===== config.mk =====
export PLATFORM = sky130hd
export DESIGN_NAME = config_word_loader
export DESIGN_NICKNAME = d
export VERILOG_FILES = /design/src/rtl/config_word_loader.sv
export SDC_FILE = /design/constraint.sdc
export NUM_CORES = 1
export LEC_CHECK = 0
export BUFFER_PORTS_ARGS = -buffer_cell sky130_fd_sc_hd__buf_4
export CAP_MARGIN = 20
export CORE_AREA = 8 8 96 107
export DETAILED_ROUTE_END_ITERATION = 6
export DIE_AREA = 0 0 104 115
export SLEW_MARGIN = 20
export SYNTH_ARGS = -nofsm -noshare
export SYNTH_HDL_FRONTEND = slang
export SYNTH_SLANG_ARGS = --single-unit

===== constraint.sdc =====
create_clock -name clock -period 1.55 [get_ports clock]
set_input_delay 0.0775 -clock clock [delete_from_list [all_inputs] [get_ports clock]]
set_output_delay 0.0775 -clock clock [all_outputs]
set_load 0.1 [all_outputs]

===== src/rtl/config_word_loader.sv =====
// Configuration word loader: deserializes handshake words into a shadow
// register and commits them atomically onto config_out.
module config_word_loader #(
    parameter int CONFIG_WIDTH = 24,
    parameter int WORD_WIDTH   = 8
) (
    input  logic                    clock,
    input  logic                    nreset,
    input  logic                    start,
    input  logic [WORD_WIDTH-1:0]   word_in,
    input  logic                    word_valid,
    output logic                    word_ready,
    output logic [CONFIG_WIDTH-1:0] config_out,
    output logic [WORD_WIDTH-1:0]   chain_out,
    output logic                    chain_valid,
    output logic                    busy,
    output logic                    done
);

    localparam int NUM_WORDS =
        (CONFIG_WIDTH + WORD_WIDTH - 1) / WORD_WIDTH;
    localparam int SHADOW_WIDTH = NUM_WORDS * WORD_WIDTH;
    localparam int COUNT_WIDTH  = $clog2(NUM_WORDS + 1);
    localparam logic [COUNT_WIDTH-1:0] LAST_BEAT =
        COUNT_WIDTH'(NUM_WORDS - 1);

    typedef enum logic [1:0] {
        IDLE,
        LOAD,
        COMMIT,
        DONE
    } state_t;

    state_t                  state;
    state_t                  state_next;
    logic [SHADOW_WIDTH-1:0] shadow;
    logic [COUNT_WIDTH-1:0]  word_count;
    logic                    accept;
    logic                    last_beat;

    // A restart pulse in LOAD wins over a word offered in the same cycle.
    always_comb begin
        accept     = (state == LOAD) && word_valid && !start;
        last_beat  = accept && (word_count == LAST_BEAT);
        word_ready = (state == LOAD);
        busy       = (state == LOAD) || (state == COMMIT);
        done       = (state == DONE);
    end

    // State register.
    always_ff @(posedge clock or negedge nreset) begin
        if (!nreset) begin
            state <= IDLE;
        end else begin
            state <= state_next;
        end
    end

    // Next-state decode; COMMIT always runs to completion.
    always_comb begin
        state_next = state;
        unique case (state)
            IDLE: begin
                if (start) state_next = LOAD;
            end
            LOAD: begin
                if (last_beat) state_next = COMMIT;
            end
            COMMIT: begin
                state_next = DONE;
            end
            DONE: begin
                if (start) state_next = LOAD;
            end
            default: begin
                state_next = IDLE;
            end
        endcase
    end

    // Shift words into the shadow, feed the chain, commit in one cycle.
    always_ff @(posedge clock or negedge nreset) begin
        if (!nreset) begin
            shadow      <= '0;
            word_count  <= '0;
            config_out  <= '0;
            chain_out   <= '0;
            chain_valid <= 1'b0;
        end else begin
            chain_valid <= accept;
            if (accept) begin
                shadow     <= SHADOW_WIDTH'({shadow, word_in});
                chain_out  <= shadow[SHADOW_WIDTH-1 -: WORD_WIDTH];
                word_count <= word_count + 1'b1;
            end
            if (start && (state != COMMIT)) begin
                word_count <= '0;
            end
            if (state == COMMIT) begin
                config_out <= shadow[CONFIG_WIDTH-1:0];
            end
        end
    end

endmodule

# Word-level counts from Yosys, hierarchy flattened
# Index checks and enable logic that the tools add are counted.
# totals
register_bits,61
inputBits,12
out_inout_bits,36
elab_cells,29
# op_classes
add_sub_neg,1
eq_ne,7
mux,5
n_reduce_logical,10
# ops
cell,count
2-to-1 mux 2 bit,4
equality test 2 bit (second input constant),3
case mux 2 bit (3 select lines),1
logical AND 1 bit,4
!= test 2 x 1 -> 1 bit (second input constant),2
adder 2 x 1 -> 2 bit (second input constant),1
equality test 2 x 1 -> 1 bit (second input constant),1
zero test 2 bit,1
!= test 2 bit (second input constant),1
AND reduction 2 bit,1
nonzero test 2 bit,1
OR reduction 2 bit,1
zero test 1 bit,1
logical OR 1 bit,1

# Logic depth before layout (Yosys ltp)
# logic_depth
depth_word,6
ltp_mapped,6
depth_no_buf,5

# Worst setup path after synthesis
# OpenSTA, ideal clock, no wires.
# synth_timing
kind,register to register
start,register state[1]
end,register chain_out[7]
setup_ns,0.125
arrival_ns,2.009
required_ns,1.425
setup_slack_ns,-0.585
path_stages_with_launch,6
path_buffers,1
synth_period_minus_slack_ns,2.135
cell_sequence,dfrtp_1 > inv_1 > ha_1 > nand3_4 > buf_6 > mux2_4
# synth_via
elab_chain_len,3
# synth_lines
item,line,text
from (decl),34,state_t state;
from (signal assigned),55,state <= state_next;
equality test 2 x 1 -> 1 bit,n/a,
named net word_ready,12,"output logic word_ready,"
logical AND 1 bit (2 in a row),43,accept = (state == LOAD) && word_valid && !start;
to (signal assigned),93,chain_out <= shadow[SHADOW_WIDTH-1 -: WORD_WIDTH];
to (decl),14,"output logic [WORD_WIDTH-1:0] chain_out,"
# The timed path passes the listed nets, and every way through them passes these cells.
# A chain may end at the register's enable or synchronous reset.

# Worst setup path in the final report
# layout_timing
start,register state[1]
end,output port busy
# layout_via
elab_chain_len,2
elab_cells_between_ends,3
classes_between,eq/ne: 2; reduce/logical: 1
# layout_lines
item,line,text
equality test 2 x 1 -> 1 bit / equality test 2 bit (equally long branches),46,busy = (state == LOAD) || (state == COMMIT);
logical OR 1 bit *,46,
to (decl),16,"output logic busy,"
# Mark *: on every way between the ends. The rest lies on a longest branch, timed or not.

==> results.toml <==
[setup_path]
cp.depth = 4
r2r_cells = 4
crit_buf_inv = 3
worstPathMaxFanout = 3
max_stage_delay_ns = 0.39
critPathLaunchType = "flop"
cp.arrival_ns = 1.42
crit_required_ns = 1.47
path_cells = "buf_4 -> ha_4 -> clkinvlp_4 -> buf_6"
crit_family = "buffers and inverters"
reg2reg_setup_slack_ns = 0.15
path_class = "flop to output pin"
worstSetupEndpointType = "output pin"
critPathSlowestCell = "dfrtp_1"

[placed_design]
placed_area_mm2 = 0.00305
dp_hpwl_um = 3260
place_congestion = 0.693
place_ws_ns = 0.147
numPortBuffers = 47
placed_cells = 308

[route]
dr_total_vias = 1413
dr.first_iter.drc_count = 35
dr.pass1.iters = 4
routed_via_density = 4.22
drc_errors = 0
drt_wl_total_um = 4790
avgRoutedWirePerCell_um = 14.3
postRouteAntennaNets = 0

[floorplanning]
row_count = 36
fp.dieW_um = 104
die_y_um = 115
core_area_mm2 = 0.00856
initial_core_util = 0.290
die_area_mm2 = 0.0120
floorplan.io_pins = 48

[timing]
fin_skew_ns = 0.00558
final_max_slew_viol_count = 0
fin_ws_ns = 0.0557
fin_tns_setup_ns = 0
rsz0062_at_grt = "true"
finalHoldViolations = 0
fin_crit_ns = 1.49
relSlewSlack = 0.750
setup_viol = 0
worstMarginPinSlew_ns = 0.374
fin_crit_sh = 0.964
timing.fmax_mhz = 669

[clocking]
root_buffer = "clkbuf_8"
clkLatencyLatePin_ns = 0.32
cts_tree = "done"
numCtsBuffers = 9
cts_max_level = 3
cts.path.max_buffers = 2
numClockSinks = 61
clkTransAtPathRegs_ns = 0.07

[outcome]
outcome = "finished, final reports clean"

[global_routing]
grt_start_max_net_pins = 36
grt_pass1_wl_um = 8160
grt_pass1_vias = 1604
globalRouteOverflowTotal = 0
grtUsageTotal = 0.0875
antenna_found_initial = 0

[hold_path]
hold_class = "primary input to async pin"

[logic_synthesis]
syn-num-nets = 164
synth_cell_types = 17
yosys_warnings = 0
seq_area_frac_synth = 0.614
ys_seq_elements = 61
syn_area_mm2 = 0.00248
syn_area_per_cell_um2 = 16.8
syn_inst = 148

[job]
cap_violations = 0

[finish]
layout_commonest_cell = "dfrtp_1"
n_antenna_cell = 0
fillCellCount = 827
final_cell_mix = "61 x dfrtp_1, 47 x buf_4, 29 x mux2_4"
syn2layout_area_growth_pct = 36.3
final_area_mm2 = 0.00339
num-nets-final = 232
drive_above_1_share = 0.584
fin_cells = 335
## cell usage after synthesis
| cell type | count | area [um2] |
|---|---|---|
| dfrtp_1 | 61 | 1530 |
| mux2_4 | 29 | 435 |
| mux2_2 | 27 | 304 |
| inv_1 | 6 | 22.5 |
| ha_1 | 4 | 50.1 |
| o21ai_0 | 4 | 20.0 |
| buf_2 | 3 | 15.0 |
| buf_6 | 3 | 33.8 |
| nand3_1 | 3 | 15.0 |
| a31oi_1 | 1 | 6.26 |
| a32oi_1 | 1 | 8.76 |
| inv_2 | 1 | 3.75 |
| nand2_1 | 1 | 3.75 |
| nand3_4 | 1 | 17.5 |
| nor3_1 | 1 | 5.00 |
| o311ai_0 | 1 | 8.76 |
| xnor2_1 | 1 | 8.76 |
## through the flow
stage | hold slack, ns | utilization
floorplan | -0.218 | -
global placement | 0.0255 | 0.356
detailed placement | 0.0272 | 0.356
CTS | 0.206 | 0.396
global route | 0.247 | 0.396
finish | 0.219 | 0.396
## state kept, by name (all words and copies together), names as in the netlist
signal,cells
chain_out,8
word_count,2
shadow,24
config_out,24
chain_valid,1
state,2
## per-layer routing
layer	track usage	routed length [um]	vias up
li1	-	-	657
met1	0.101	2160	714
met2	0.142	2370	32
met3	0.0235	135	10
met4	0.0580	119	0
met5	0	0	-
## final timing paths
kind,from,end
worst min-delay path,nreset,config_out[13]$_DFFE_PN0P_
worst min register to register,config_out[20]$_DFFE_PN0P_,config_out[20]$_DFFE_PN0P_
min in group clock,config_out[20]$_DFFE_PN0P_,config_out[20]$_DFFE_PN0P_
worst max-delay path,state[1]$_DFFE_PN0P_,busy
worst max register to register,state[0]$_DFFE_PN0P_,shadow[23]$_DFFE_PN0P_
max in group asynchronous,nreset,shadow[10]$_DFFE_PN0P_
## timing repair
| action | 4_1_cts | 5_1_grt |
|---|---|---|
| setup endpoints to repair | 1 | 1 |
| resized for setup | 1 | 0 |
| hold buffers | 11 | 0 |
| endpoints found under the hold margin | 36 | 0 |
| setup buffers | 0 | 0 |
## cell families (layout without fill, tap and decap cells)
logic type,Yosys count,in the layout,share of synthesized area
XOR/XNOR,1,1,0.00353
adder cells (fa/ha/maj),4,4,0.0201
flip-flops,61,61,0.614
AO/OA/AOI/OAI,7,7,0.0176
buffers and inverters,13,86,0.0302
multiplexers,56,56,0.298
AND/OR/NAND/NOR,6,6,0.0166
## layout make-up
type | instances | area [um2] | share of cell area
Tap cell | 114 | 143 | 0.0421
Sequential cell | 61 | 1530 | 0.451
Timing Repair Buffer | 63 | 554 | 0.164
Clock inverter | 4 | 70.1 | 0.0207
Inverter | 7 | 30.0 | 0.00887
Clock buffer | 12 | 155 | 0.0458
Multi-Input combinational cell | 74 | 908 | 0.268
Power is not shown: default switching activity piles up to over one toggle a cycle in this logic, so the estimate is an artifact.
